==> src/rtl/instr_loader.sv <==
// Boot-time program loader: receives a framed byte stream, assembles little-endian
// 32-bit words into instruction memory and releases the core once the checksum verifies.
module instr_loader #(
    parameter int ADDR_W = 10
) (
    input  logic              i_clk,
    input  logic              i_rst,
    input  logic              i_start,
    input  logic              i_byte_valid,
    input  logic [7:0]        i_byte,
    output logic              o_byte_ready,
    output logic              o_imem_we,
    output logic [ADDR_W-1:0] o_imem_addr,
    output logic [31:0]       o_imem_wdata,
    output logic              o_busy,
    output logic              o_done,
    output logic              o_error,
    output logic              o_cpu_hold
);

    localparam int          CNT_W   = ADDR_W + 1;
    localparam logic [16:0] MAX_LEN = 17'(1) << ADDR_W;

    typedef enum logic [2:0] {
        S_IDLE, S_LEN_LO, S_LEN_HI, S_DATA, S_CSUM, S_DONE, S_ERR
    } state_e;

    state_e             state_q, state_d;
    logic [7:0]         len_lo_q, len_lo_d;
    logic [CNT_W-1:0]   total_q, total_d;
    logic [CNT_W-1:0]   cnt_q, cnt_d;
    logic [1:0]         lane_q, lane_d;
    logic [23:0]        asm_q, asm_d;
    logic [7:0]         sum_q, sum_d;
    logic               we_q, we_d;
    logic [ADDR_W-1:0]  addr_q, addr_d;
    logic [31:0]        wdata_q, wdata_d;

    logic               xfer;
    logic [15:0]        len_full;

    // Ready depends only on registered state, so valid never feeds back into ready.
    assign o_byte_ready = (state_q == S_LEN_LO) || (state_q == S_LEN_HI) ||
                          (state_q == S_DATA)   || (state_q == S_CSUM);
    assign o_busy       = o_byte_ready;
    assign o_done       = (state_q == S_DONE);
    assign o_error      = (state_q == S_ERR);
    assign o_cpu_hold   = (state_q != S_DONE);
    assign o_imem_we    = we_q;
    assign o_imem_addr  = addr_q;
    assign o_imem_wdata = wdata_q;

    assign xfer     = o_byte_ready && i_byte_valid;
    assign len_full = {i_byte, len_lo_q};

    always_comb begin
        // NOTE: every signal gets a default first so no path leaves it unassigned (no latches).
        state_d  = state_q;
        len_lo_d = len_lo_q;
        total_d  = total_q;
        cnt_d    = cnt_q;
        lane_d   = lane_q;
        asm_d    = asm_q;
        sum_d    = sum_q;
        we_d     = 1'b0;
        addr_d   = addr_q;
        wdata_d  = wdata_q;

        // NOTE: blocking assignments here, so sum_d below already includes this byte.
        if (xfer) begin
            sum_d = sum_q + i_byte;
        end

        unique case (state_q)
            S_IDLE, S_DONE, S_ERR: begin
                if (i_start) begin
                    state_d = S_LEN_LO;
                    cnt_d   = '0;
                    lane_d  = '0;
                    sum_d   = '0;
                end
            end
            S_LEN_LO: begin
                if (xfer) begin
                    len_lo_d = i_byte;
                    state_d  = S_LEN_HI;
                end
            end
            S_LEN_HI: begin
                if (xfer) begin
                    if (len_full == 16'd0 || {1'b0, len_full} > MAX_LEN) begin
                        state_d = S_ERR;
                    end else begin
                        total_d = CNT_W'(len_full);
                        state_d = S_DATA;
                    end
                end
            end
            S_DATA: begin
                if (xfer) begin
                    lane_d = lane_q + 2'd1;
                    unique case (lane_q)
                        2'd0: asm_d[7:0]   = i_byte;
                        2'd1: asm_d[15:8]  = i_byte;
                        2'd2: asm_d[23:16] = i_byte;
                        2'd3: begin
                            we_d    = 1'b1;
                            addr_d  = cnt_q[ADDR_W-1:0];
                            wdata_d = {i_byte, asm_q};
                            cnt_d   = cnt_q + CNT_W'(1);
                            if ((cnt_q + CNT_W'(1)) == total_q) begin
                                state_d = S_CSUM;
                            end
                        end
                    endcase
                end
            end
            S_CSUM: begin
                if (xfer) begin
                    state_d = (sum_d == 8'h00) ? S_DONE : S_ERR;
                end
            end
            default: state_d = S_IDLE;
        endcase
    end

    always_ff @(posedge i_clk) begin
        if (i_rst) begin
            state_q  <= S_IDLE;
            len_lo_q <= '0;
            total_q  <= '0;
            cnt_q    <= '0;
            lane_q   <= '0;
            asm_q    <= '0;
            sum_q    <= '0;
            we_q     <= 1'b0;
            addr_q   <= '0;
            wdata_q  <= '0;
        end else begin
            state_q  <= state_d;
            len_lo_q <= len_lo_d;
            total_q  <= total_d;
            cnt_q    <= cnt_d;
            lane_q   <= lane_d;
            asm_q    <= asm_d;
            sum_q    <= sum_d;
            we_q     <= we_d;
            addr_q   <= addr_d;
            wdata_q  <= wdata_d;
        end
    end

endmodule

==> config.mk <==
export PLATFORM = sky130hd
export DESIGN_NAME = instr_loader
export DESIGN_NICKNAME = d
export VERILOG_FILES = /design/src/rtl/instr_loader.sv
export SDC_FILE = /design/constraint.sdc
export NUM_CORES = 1
export LEC_CHECK = 0
export ABC_AREA = 1
export CAP_MARGIN = 20
export CORE_MARGIN = 3
export CORE_UTILIZATION = 60
export CTS_BUF_LIST = sky130_fd_sc_hd__clkbuf_4 sky130_fd_sc_hd__clkbuf_8
export CTS_CLUSTER_DIAMETER = 80
export CTS_CLUSTER_SIZE = 28
export DETAILED_ROUTE_END_ITERATION = 16
export GPL_ROUTABILITY_DRIVEN = 0
export HOLD_SLACK_MARGIN = 0.15
export PLACE_DENSITY = 0.85
export RECOVER_POWER = 50
export SYNTH_ARGS = -nofsm -noshare
export SYNTH_HDL_FRONTEND = slang
export SYNTH_SLANG_ARGS = --single-unit
export TNS_END_PERCENT = 30
==> constraint.sdc <==
create_clock -name i_clk -period 5.5 [get_ports i_clk]
set_input_delay 1.1 -clock i_clk [delete_from_list [all_inputs] [get_ports i_clk]]
set_output_delay 1.1 -clock i_clk [all_outputs]
set_load 0.05 [all_outputs]
Yosys cells after proc, flatten, opt, wreduce, memory -nomap -nowiden:

Index checks and enable logic that the tools add are counted.

* memories kept: 0
* word-level logic and storage cells: 79
* latch bits: 0
* bits of input ports: 12
* output and inout port bits: 48
* bits in registers: 110
* memory bits (read-only): 0
* bits in writable memories: 0

* shift operators: 0
* $lt $le $gt $ge: 1
* bitwise logic cells: 3
* eq/ne operators: 18
* div/mod/pow operators: 0
* multipliers: 0
* $add $sub $neg: 3
* reductions and logical operators: 21
* multiplexer cells: 21

Operator list (number)
* $mux 11: 3
* $mux 3: 8
* $mux 8: 3
* $pmux 11 s2: 1
* $reduce_and 3->1: 6
* $gt 16x11->1 const B: 1
* $logic_not 16->1: 1
* $pmux 3 s5: 1
* $add 11x1->11 const B: 1
* $eq 11x11->1: 1
* $ne 2x2->1 const B: 5
* $eq 3x3->1 const B: 3
* $add 8x8->8: 1
* $logic_not 8->1: 1
* $reduce_and 7->1: 1
* $eq 3x2->1 const B: 2
* $mux 2: 3
* $reduce_or 3->1: 2
* $eq 2x2->1 const B: 2
* $logic_or 1x1->1: 4
* $ne 2x1->1 const B: 2
* $pmux 2 s2: 1
* $reduce_and 4->1: 1
* $eq 3x1->1 const B: 1
* other kinds (10): 12

Logic depth before layout (Yosys ltp):

* depth in word-level cells: 10
* depth in mapped cells: 17
* gate-level depth less buffers: 17

Worst setup path before layout:

Ideal clock, no wire load.

* path type: input port to flip-flop
* from: in i_byte[0]
* to: reg state_q[1]
* arrival: 2553 ps
* library setup time: 137 ps
* required time: 5363 ps
* setup slack: 2810 ps
* stages on the path: 17
* cells stage by stage: ha_1 inv_1 fa_1 inv_1 nand2_1 nand2_1 nand3_1 nand2_1 nand2_1 nand3_1 nand2_1 nor2_1 nand3_1 nand2_1 nand2_1 nand2_1 a21oi_1

* cells in the longest elaborated chain, start to end: 6

RTL lines
* start: declaration: RTL line 10 `input logic [7:0] i_byte,`
* $add 8x8->8: RTL line 71 `sum_d = sum_q + i_byte;`
* $mux 8: RTL line 70 `if (xfer) begin`
* $logic_not 8->1: RTL line 120 `state_d = (sum_d == 8'h00) ? S_DONE : S_ERR;`
* $mux 2: RTL line 120
* $mux 3: RTL line 119 `if (xfer) begin`
* $pmux 3 s5: RTL line 74 `unique case (state_q)`
* end signal: assignment: RTL line 140 `state_q <= state_d;`
* end: declaration: RTL line 28 `state_e state_q, state_d;`

No other way between the ends. The select of a mux whose other input is x is not followed.
A chain may end at the register's enable or synchronous reset.

Worst setup path after layout:

* from: in i_byte_valid
* to: reg wdata_q[28], in the netlist o_imem_wdata[28]

* cells in the longest elaborated chain, start to end: 2

RTL lines
* start: declaration: RTL line 9 `input logic i_byte_valid,`
* $logic_and 1x1->1: RTL line 53 `assign xfer = o_byte_ready && i_byte_valid;`
* $reduce_and 3->1 (no line)
* end signal: assignment: RTL line 149 `wdata_q <= wdata_d;`
* end: declaration: RTL line 37 `logic [31:0] wdata_q, wdata_d;`

No other way between the ends.

==> reports/metrics.csv <==
stage,metric,value,unit
timing,maxSlewViolCount,0,
cells_and_area,drive_gt1_frac,0.0676,
placed_design,dp_hpwl,7.96,mm
timing,hold_violations,0,
clock_network,clk_pin_slew_worst_paths,0.10,ns
cells_and_area,nNetsFinal,745,
worst_setup_path,cp_slowest_cell,inv_2,
clock_network,htreeDepth,3,
cells_and_area,areaGrowthSynthToFinish,15.7,%
clock_network,cts-root-buf,clkbuf_8,
timing,finalSetupTns,0,ns
logic_synthesis,synth_area,4960,sq um
clock_network,post_cts_resized,0,
routing,firstDrtPassIters,5,
pwr,switching_share,0.399,
clock_network,clk_latency,0.38,ns
worst_setup_path,path_buf_inv,3,
logic_synthesis,synth_largest_area_cell,dfxtp_1,
floorplan,dieArea,9400,sq um
routing,wl_per_cell,13.5,microns
logic_synthesis,synth_most_common_cell,dfxtp_1,
routing,finalWirelength,11.2,mm
worst_hold_path,worst_hold_path_type,flop to flop,
routing,drtIter0Drc,299,
clock_network,cts_tree,done,
logic_synthesis,synth_cell_types,36,
logic_synthesis,synth-async-reset-ratio,0,
timing,finalCritPeriodShare,0.669,
worst_setup_path,crit_chain,"dlygate4sd3_1, inv_1, nor2_1, nand2_1, inv_2, o21ai_0, a21oi_1",
routing,drc_errors,0,
worst_setup_path,critPathLaunchType,primary input,
logic_synthesis,ys_ff_latch,110,
clock_network,numCtsBuffers,9,
pwr,pwr_density_cell,371,nW/um^2
worst_setup_path,rrSetupSlack,2.07,ns
worst_setup_path,cp_data_required_time,5.80,ns
floorplan,coreArea,7890,sq um
routing,drtAntennaViolNets,0,
clock_network,clockBufferDepth,2,
routing,route.met2.wl,5.12,mm
worst_setup_path,crit_type,primary input to flop,
global_route,grt_usage,0.235,
clock_network,cts_setup_buffers,0,
cells_and_area,fin_util,0.728,
cells_and_area,fillers,627,
global_route,grt_max_degree,88,
pwr,peakVddDrop,0.000357,V
timing,fin_crit,3.68,ns
clock_network,clock_sinks,110,
logic_synthesis,synthTopCellsByArea,"dfxtp_1, o21ai_0, nand2_1",
pwr,power.leakage,2.54,nW
routing,viasPerCell,5.49,
logic_synthesis,ys_warn_count,0,
floorplan,initial_core_util,0.629,
pwr,intPower,1.28,mW
floorplan,die_w,96.9,microns
timing,clock_skew,0.0204,ns
pwr,netSwitchingPower,0.851,mW
routing,top_layer,met4,
routing,wl_met1,5.15,mm
pwr,finalPower,2.13,mW
floorplan,rows,32,
worst_setup_path,cpPeakStageDelay,0.85,ns
floorplan,die_h,96.9,microns
worst_setup_path,critPathCaptureType,flop,
logic_synthesis,yosysSeqAreaShare,0.444,
pwr,pwr-share-seq,0.429,
worst_setup_path,path_delay_family,buffers and inverters,
global_route,grt_pass1_wl,18.7,mm
logic_synthesis,syn_area_per_cell,7.30,sq um
timing,relSlewSlack,0.411,
cells_and_area,diodes,0,
pwr,clockPowerShare,0.223,
routing,wl_met3,647,microns
pwr,pwr-share-comb,0.349,
routing,vias,4543,
timing,rsz0062_at_grt,false,
global_route,antenna_found_initial,0,
logic_synthesis,yosys_most_used_dff,dfxtp_1,
timing,timing.fmax,272,MHz
timing,worstMarginPinSlew,0.881,ns
logic_synthesis,syn_inst,680,
logic_synthesis,synth.top_cell.area_share,0.444,
logic_synthesis,synth_edf_count,0,
placed_design,portBuffers,59,
logic_synthesis,synth_nets,705,
worst_setup_path,cp.arrival,3.97,ns
outcome,status,finished clean,
worst_setup_path,worstPathMaxFanout,57,
clock_network,hold_buffers,0,
timing,finalSetupViolations,0,
run,maxCapViolations,0,
logic_synthesis,netlist_top_cells_count,"dfxtp_1, nand2_1, nor2_1",
global_route,grt_overflow_total,0,
global_route,grt_pass1_vias,4086,
floorplan,num_io_pins,60,
## layout by cell type, fill, tap and decap left out, types with 5 or more instances in the layout
cell               n
ha_1              12
clkdlybuf4s50_1   13
o21ai_1            6
a211oi_2           7
a21oi_1           73
nand4_1            5
o21ai_0           86
nand2_1          106
dfxtp_1          110
nor2_1            92
nand3_1           39
inv_2             12
dlygate4sd3_1     46
inv_1             65
clkbuf_8           9
## cell families after synthesis
| group | Yosys count | share of synthesized area |
|---|---|---|
| AO/OA/AOI/OAI | 180 | 0.196 |
| adder cells (fa/ha/maj) | 13 | 0.0343 |
| AND/OR/NAND/NOR | 263 | 0.226 |
| buffers and inverters | 108 | 0.0865 |
| XOR/XNOR | 6 | 0.0134 |
| flip-flops | 110 | 0.444 |
## routing by layer
layer,vias up,track usage
met5,-,0
met4,0,0.0853
met3,26,0.0332
li1,2300,-
met1,2055,0.327
met2,162,0.372
## worst reg2reg max path: stages (launching register included)
cell,delay (ns)
dfxtp_1,0.46
inv_2,0.10
nor3_4,0.52
inv_2,0.15
nor2_1,0.33
nand2_1,0.59
inv_2,0.85
o21ai_0,0.22
a21oi_1,0.16
## path summary, 6_finish.rpt
check                                   from               end  depth (start not counted)
worst min-delay path              total_q[0]        total_q[0]                          2
worst max-delay path            i_byte_valid  o_imem_wdata[28]                          7
worst max register to register    state_q[0]  o_imem_wdata[28]                          8
worst min register to register    total_q[0]        total_q[0]                          2
## state kept, by name (all words and copies together), names as in the netlist
signal / count
o_imem_wdata: 32
asm_q: 24
len_lo_q: 8
lane_q: 2
o_imem_addr: 10
sum_q: 8
total_q: 11
o_imem_we: 1
cnt_q: 11
state_q: 3
## cell type report
class	count	area [sq um]	area share
multi-input combinational	462	2320	0.405
sequential	110	2200	0.383
timing repair buffer	60	598	0.104
inverter	77	289	0.0503
tap	102	128	0.0222
clock buffer	9	124	0.0216
clock inverter	7	78.8	0.0137
## metrics by stage
stage / instance area [sq um] / instances / worst slack (ns) / hold WS [ns]
after CTS: 5750 / 827 / 2.08 / 0.479
after global placement: 5550 / 811 / 1.77 / 0.455
after global routing: 5740 / 827 / 1.52 / 0.508
final: 5740 / 827 / 1.82 / 0.475
after floorplan: 4960 / 680 / 2.81 / 0.436
after detailed placement: 5550 / 811 / 1.69 / 0.462
## power groups by stage
| stage | Sequential, mW | Combinational (mW) | Clock, mW |
|---|---|---|---|
| final | 0.914 | 0.744 | 0.475 |
| after global routing | 0.921 | 0.830 | 0.512 |
| after CTS | 0.912 | 0.739 | 0.483 |
| after detailed placement | 0.930 | 0.732 | 0 |
| after global placement | 0.927 | 0.709 | 0 |
| after floorplan | 0.917 | 0.599 | 0 |
(Power assumes the default switching activity.)
